--- src/rtl/dmem_arbiter.sv ---
// dmem_arbiter: shares the single data-memory port between the CPU load/store
// unit (c_*) and an auxiliary master (a_*). One access per clock, fixed CPU
// priority, anti-starvation for aux, and a bounded bus lock for RMW sequences.
// Ports:
//   clk, rst_n                        clock, async active-low reset
//   c_req/we/lock/mode/addr/wdata     CPU request fields (held until c_gnt)
//   c_gnt, c_err                      combinational grant / out-of-range flag
//   c_rvalid, c_rdata                 registered load return (1 cycle after grant)
//   a_*                               same set for the aux master
//   m_ra/m_rm <- read port, m_rd ->   mem read port (rd is combinational from mem)
//   m_we/m_wa/m_wm/m_wd               mem write port (mem commits on negedge)
module dmem_arbiter #(
    parameter int unsigned RAM_SIZE_LOG = 8,
    parameter int unsigned STARVE_MAX   = 4,
    parameter int unsigned LOCK_MAX     = 8,
    parameter int unsigned MODE_W       = 3
) (
    input  logic              clk,
    input  logic              rst_n,
    input  logic              c_req,
    input  logic              c_we,
    input  logic              c_lock,
    input  logic [MODE_W-1:0] c_mode,
    input  logic [31:0]       c_addr,
    input  logic [31:0]       c_wdata,
    output logic              c_gnt,
    output logic              c_rvalid,
    output logic [31:0]       c_rdata,
    output logic              c_err,
    input  logic              a_req,
    input  logic              a_we,
    input  logic              a_lock,
    input  logic [MODE_W-1:0] a_mode,
    input  logic [31:0]       a_addr,
    input  logic [31:0]       a_wdata,
    output logic              a_gnt,
    output logic              a_rvalid,
    output logic [31:0]       a_rdata,
    output logic              a_err,
    output logic [31:0]       m_ra,
    output logic [MODE_W-1:0] m_rm,
    input  logic [31:0]       m_rd,
    output logic              m_we,
    output logic [31:0]       m_wa,
    output logic [MODE_W-1:0] m_wm,
    output logic [31:0]       m_wd
);

    localparam int unsigned SW = $clog2(STARVE_MAX + 1);
    localparam int unsigned LW = $clog2(LOCK_MAX + 1);

    localparam logic [1:0] IDLE  = 2'd0;
    localparam logic [1:0] OWN_C = 2'd1;
    localparam logic [1:0] OWN_A = 2'd2;

    logic [1:0]    state, state_nx;
    logic [LW-1:0] lock_cnt, lock_cnt_nx;
    logic [SW-1:0] starve_cnt, starve_cnt_nx;

    logic c_oor, a_oor;
    assign c_oor = (c_addr[31:RAM_SIZE_LOG+2] != '0);
    assign a_oor = (a_addr[31:RAM_SIZE_LOG+2] != '0);

    // Grant decision: owner exclusivity first, then starvation override, then CPU priority.
    always_comb begin
        c_gnt = 1'b0;
        a_gnt = 1'b0;
        case (state)
            OWN_C:   c_gnt = c_req;
            OWN_A:   a_gnt = a_req;
            default: begin
                if (c_req && a_req) begin
                    if (starve_cnt == SW'(STARVE_MAX)) a_gnt = 1'b1;
                    else                               c_gnt = 1'b1;
                end else begin
                    c_gnt = c_req;
                    a_gnt = a_req;
                end
            end
        endcase
    end

    assign c_err = c_gnt & c_oor;
    assign a_err = a_gnt & a_oor;

    // Memory port mux; everything stays zero when nobody is granted.
    always_comb begin
        logic              g_any;
        logic              g_we;
        logic              g_oor;
        logic [MODE_W-1:0] g_mode;
        logic [31:0]       g_addr;
        logic [31:0]       g_wdata;
        g_any   = c_gnt | a_gnt;
        g_we    = c_gnt ? c_we    : (a_gnt & a_we);
        g_oor   = c_gnt ? c_oor   : (a_gnt & a_oor);
        g_mode  = c_gnt ? c_mode  : (a_gnt ? a_mode  : '0);
        g_addr  = c_gnt ? c_addr  : (a_gnt ? a_addr  : 32'h0);
        g_wdata = c_gnt ? c_wdata : (a_gnt ? a_wdata : 32'h0);
        m_ra    = (g_any && !g_we) ? g_addr  : 32'h0;
        m_rm    = g_mode;
        m_we    = g_any & g_we & ~g_oor;
        m_wa    = (g_any && g_we) ? g_addr  : 32'h0;
        m_wm    = g_mode;
        m_wd    = (g_any && g_we) ? g_wdata : 32'h0;
    end

    // Next state and counters. lock_cnt includes the grant that acquired the lock,
    // so an owner gets at most LOCK_MAX consecutive grants.
    always_comb begin
        state_nx      = state;
        lock_cnt_nx   = lock_cnt;
        starve_cnt_nx = starve_cnt;

        if (!a_req || a_gnt)                    starve_cnt_nx = '0;
        else if (starve_cnt != SW'(STARVE_MAX)) starve_cnt_nx = starve_cnt + SW'(1);

        case (state)
            IDLE: begin
                lock_cnt_nx = '0;
                if (LOCK_MAX > 32'd1) begin
                    if (c_gnt && c_lock) begin
                        state_nx    = OWN_C;
                        lock_cnt_nx = LW'(1);
                    end else if (a_gnt && a_lock) begin
                        state_nx    = OWN_A;
                        lock_cnt_nx = LW'(1);
                    end
                end
            end
            OWN_C: begin
                if (!c_req || !c_lock || lock_cnt == LW'(LOCK_MAX - 1)) begin
                    state_nx    = IDLE;
                    lock_cnt_nx = '0;
                end else begin
                    lock_cnt_nx = lock_cnt + LW'(1);
                end
            end
            OWN_A: begin
                if (!a_req || !a_lock || lock_cnt == LW'(LOCK_MAX - 1)) begin
                    state_nx    = IDLE;
                    lock_cnt_nx = '0;
                end else begin
                    lock_cnt_nx = lock_cnt + LW'(1);
                end
            end
            default: begin
                state_nx    = IDLE;
                lock_cnt_nx = '0;
            end
        endcase
    end

    // State and counter registers.
    always_ff @(posedge clk or negedge rst_n) begin
        if (!rst_n) begin
            state      <= IDLE;
            lock_cnt   <= '0;
            starve_cnt <= '0;
        end else begin
            state      <= state_nx;
            lock_cnt   <= lock_cnt_nx;
            starve_cnt <= starve_cnt_nx;
        end
    end

    // Load return path; out-of-range loads return zero instead of aliased data.
    always_ff @(posedge clk or negedge rst_n) begin
        if (!rst_n) begin
            c_rvalid <= 1'b0;
            c_rdata  <= 32'h0;
            a_rvalid <= 1'b0;
            a_rdata  <= 32'h0;
        end else begin
            c_rvalid <= c_gnt & ~c_we;
            a_rvalid <= a_gnt & ~a_we;
            if (c_gnt && !c_we) c_rdata <= c_oor ? 32'h0 : m_rd;
            if (a_gnt && !a_we) a_rdata <= a_oor ? 32'h0 : m_rd;
        end
    end

endmodule

--- config.mk ---
export PLATFORM = sky130hd
export DESIGN_NAME = dmem_arbiter
export DESIGN_NICKNAME = d
export VERILOG_FILES = /design/src/rtl/dmem_arbiter.sv
export SDC_FILE = /design/constraint.sdc
export NUM_CORES = 1
export LEC_CHECK = 0
export CAP_MARGIN = 0
export CORE_AREA = 4 4 132 134
export CTS_CLUSTER_SIZE = 25
export DETAILED_ROUTE_END_ITERATION = 12
export DIE_AREA = 0 0 136 138
export GPL_ROUTABILITY_DRIVEN = 0
export PLACE_DENSITY = 0.74
export SLEW_MARGIN = 10
export SYNTH_ARGS = -nofsm -noshare
export SYNTH_HDL_FRONTEND = slang
export SYNTH_SLANG_ARGS = --single-unit
--- constraint.sdc ---
create_clock -name clk -period 2.6 [get_ports clk]
set_clock_uncertainty 0.1 [all_clocks]
set_input_delay 0.26 -clock clk [delete_from_list [all_inputs] [get_ports clk]]
set_output_delay 0.26 -clock clk [all_outputs]
set_load 0.02 [all_outputs]
==> impl_metrics.csv <==
group,metric,value,unit
setup_path,path_class,"register to output port",
power,comb_power_share,70.8,%
layout,final_cells,1220,
route,vias,6469,
setup_path,crit_path_max_incr_delay,380,ps
logic_synthesis,syn_nets,766,
logic_synthesis,synthArstFlopShare,100.0,%
placed_design,portBuffers,346,
route,wl_met2,13920,um
power,p_switching,0.003821,W
power,seq_power_share,13.7,%
grt,grt_first_pass_wirelength,38130,um
route,drc,0,
floorplan,die_h,138,um
route,drt-met1-wl,10480,um
sta,setup_viol,97,
setup_path,cp_slowest_cell,"dfrtp_1",
logic_synthesis,synth-seq-cells,75,
placed_design,dp.final_hpwl,17520,um
run,drv_cap,0,
route,wl,27420,um
sta,slew_violations,0,
sta,fin_crit_sh,106.0,%
clock_tree,clk_latency,320,ps
power,p_sw_share,42.63,%
logic_synthesis,syn_avg_cell_area,9.013,sq um
sta,max_slew_margin,37.63,%
layout,antenna_cells,0,
status,violations,"negative hold slack, negative setup slack",
grt,grt_usage,25.56,%
sta,hold_viol_final,28,
min_path,hold_path.class,"input pin to async pin",
route,drt_iter0_drc,402,
grt,gr-total-overflow,0,
sta,whs,-12.48,ps
setup_path,worst_path_most_repeated_cell,"buf_6",
route,via_per_inst,5.302,
floorplan,fp.dieW,136,um
sta,layout_setup_ws,-155.3,ps
setup_path,worstSetupEndpointType,"output port",
logic_synthesis,ys_warn_count,0,
route,highest_layer,"met4",
layout,layout_common_cells,"clkdlybuf4s50_1, buf_6, buf_4",
setup_path,reg2reg_depth,13,
setup_path,r2r-start,"state[1]",
sta,tightest_slew,935.5,ps
clock_tree,cts_hold_buf,0,
sta,fin_crit,2755,ps
route,wl_per_cell,22.47,um
power,power.internal,0.005142,W
clock_tree,cts_htree_levels,3,
setup_path,required,2240,ps
setup_path,r2r-end,"a_rdata[19]",
logic_synthesis,synth_edf_count,0,
logic_synthesis,ys.flop_type,"dfrtp_1",
grt,grt_pass1_vias,6555,
route,ant_nets,0,
clock_tree,clockRootBuffer,"clkbuf_16",
setup_path,crit_fanout,6,
logic_synthesis,synth_area,5264,sq um
sta,rsz0062_at_grt,"true",
clock_tree,cts.path.max_buffers,2,
grt,grt_max_degree,76,
floorplan,start_util,32.31,%
status,status,"complete, but fails checks",
logic_synthesis,synth_cell_types,51,
layout,layout_commonest_cell,"clkdlybuf4s50_1",
route,dr_wl_met3,2052,um
setup_path,regToRegSetupSlack,250,ps
placed_design,dp.cells,1149,
power,powerDensity,798.6,nW/um^2
clock_tree,cts_buffers,9,
setup_path,crit_arrival,2400,ps
floorplan,row_count,47,
power,cellLeakagePower,4.605,nW
route,drtPass1Iterations,5,
clock_tree,path_clk_slew,70,ps
grt,antenna_found_initial,0,
floorplan,die_area,18770,sq um
power,clkPwrFrac,15.4,%
floorplan,core,16290,sq um
clock_tree,tritoncts,"built",
logic_synthesis,syn-instance-count,584,
logic_synthesis,ys_seq_area_share,35.65,%
setup_path,startpoint_type,"register",
power,ir_drop,0.0005196,V
floorplan,io_pins,347,
clock_tree,clock-sinks,75,
layout,area_growth,113.2,%
layout,drive_gt1_share,38.00,%
layout,nets,1177,
sta,fmax,362.9,MHz
setup_path,path_cells,"inv_2, ha_4, nand4b_4, nand3_4, mux2i_4, buf_6, buf_6, buf_16, buf_8, nor2_1, buf_4",
==> power by group through the flow <==
stage,Sequential [W],Combinational [W],Clock [W]
2_1_floorplan,0.00126,0.00214,0
3_3_place_gp,0.00125,0.00406,0
3_5_place_dp,0.00125,0.00406,0
4_1_cts,0.00123,0.00512,0.00141
5_1_grt,0.00124,0.00662,0.00146
6_report,0.00123,0.00635,0.00138
==> worst max path at each step <==
| stage | from | endpoint | slack [ps] | cells after the start |
|---|---|---|---|---|
| after floorplan | state[0] | m_wa[10] | -70 | 8 |
| after CTS | state[1] | m_ra[1] | -170 | 11 |
| after global routing | state[0] | m_wa[13] | -250 | 12 |
| after detailed placement | a_addr[11] | m_we | -630 | 7 |
| after global placement | c_addr[11] | m_we | -600 | 7 |
| final | state[1] | m_ra[16] | -160 | 11 |
==> flip-flops by register name, indices dropped and copies added, names as in the netlist <==
name / cells
c_rvalid: 1
a_rdata: 32
state: 2
a_rvalid: 1
c_rdata: 32
starve_cnt: 3
lock_cnt: 4
==> Yosys cell counts, types with 15 or more instances <==
cell       number  share of area, %
and4_1         30               5.0
o2bb2ai_2      30               8.6
clkbuf_1       31               2.2
o2bb2ai_1      34               5.7
and3_1         32               3.8
o21a_1         32               4.6
buf_2          15               1.4
nor2_1         69               4.9
a31oi_1        28               3.3
nand2_1        71               5.1
dfrtp_1        75                36
and2_1         33               3.9
==> worst max-delay path: cells and delay by family, from the launching register on <==
family	cells	cell delay, ps
mux	1	330
flops	1	380
simple gates	3	380
fa+ha+maj	1	220
buf+inv	6	740
==> metal layers <==
layer / GRT usage (%) / vias up
met5: 0 / -
met4: 7.851 / 0
met3: 5.741 / 65
met2: 44.69 / 289
met1: 31.09 / 3179
li1: - / 2936
==> through the flow <==
stage | utilization, % | instance area (sq um) | setup TNS (ps) | power (W) | worst slack [ps]
3_5_place_dp | 56.45 | 9195 | -30790 | 0.005314 | -628.0
6_report | 68.89 | 11220 | -9019 | 0.008962 | -155.3
4_1_cts | 62.67 | 10210 | -5869 | 0.007758 | -166.7
2_1_floorplan | - | 5264 | -2246 | 0.003406 | -74.88
5_1_grt | 68.89 | 11220 | -18610 | 0.009324 | -245.7
3_3_place_gp | 56.45 | 9195 | -28350 | 0.005312 | -600.6
==> what timing repair did <==
| action | CTS | global route |
|---|---|---|
| cloned | 10 | 7 |
| buffers inserted | 27 | 15 |
| pin swaps | 9 | 53 |
| resized for setup | 599 | 210 |
| endpoints found under the setup margin | 107 | 105 |
==> logic make-up after synthesis <==
family / Yosys count / synth area share [%]
and+or+nand+nor: 272 / 27.50
AOI/OAI and AO/OA: 147 / 26.03
DFF: 75 / 35.65
xor gates and xnor gates: 3 / 0.4993
muxes: 2 / 0.6417
buffers and inverters: 77 / 7.773
adders and majority gates: 8 / 1.902
==> final cells by class <==
type | count | area [sq um]
clock buffers | 9 | 225.2
clock inverters | 7 | 105.1
fillers | 1205 | 5067
inverters | 18 | 85.08
multi-input cells | 433 | 3860
flip-flops and latches | 75 | 1877
well taps | 220 | 275.3
repair buffers | 457 | 4788
repair inverters | 1 | 6.256
No activity file was read; power rests on OpenSTA's default activity.
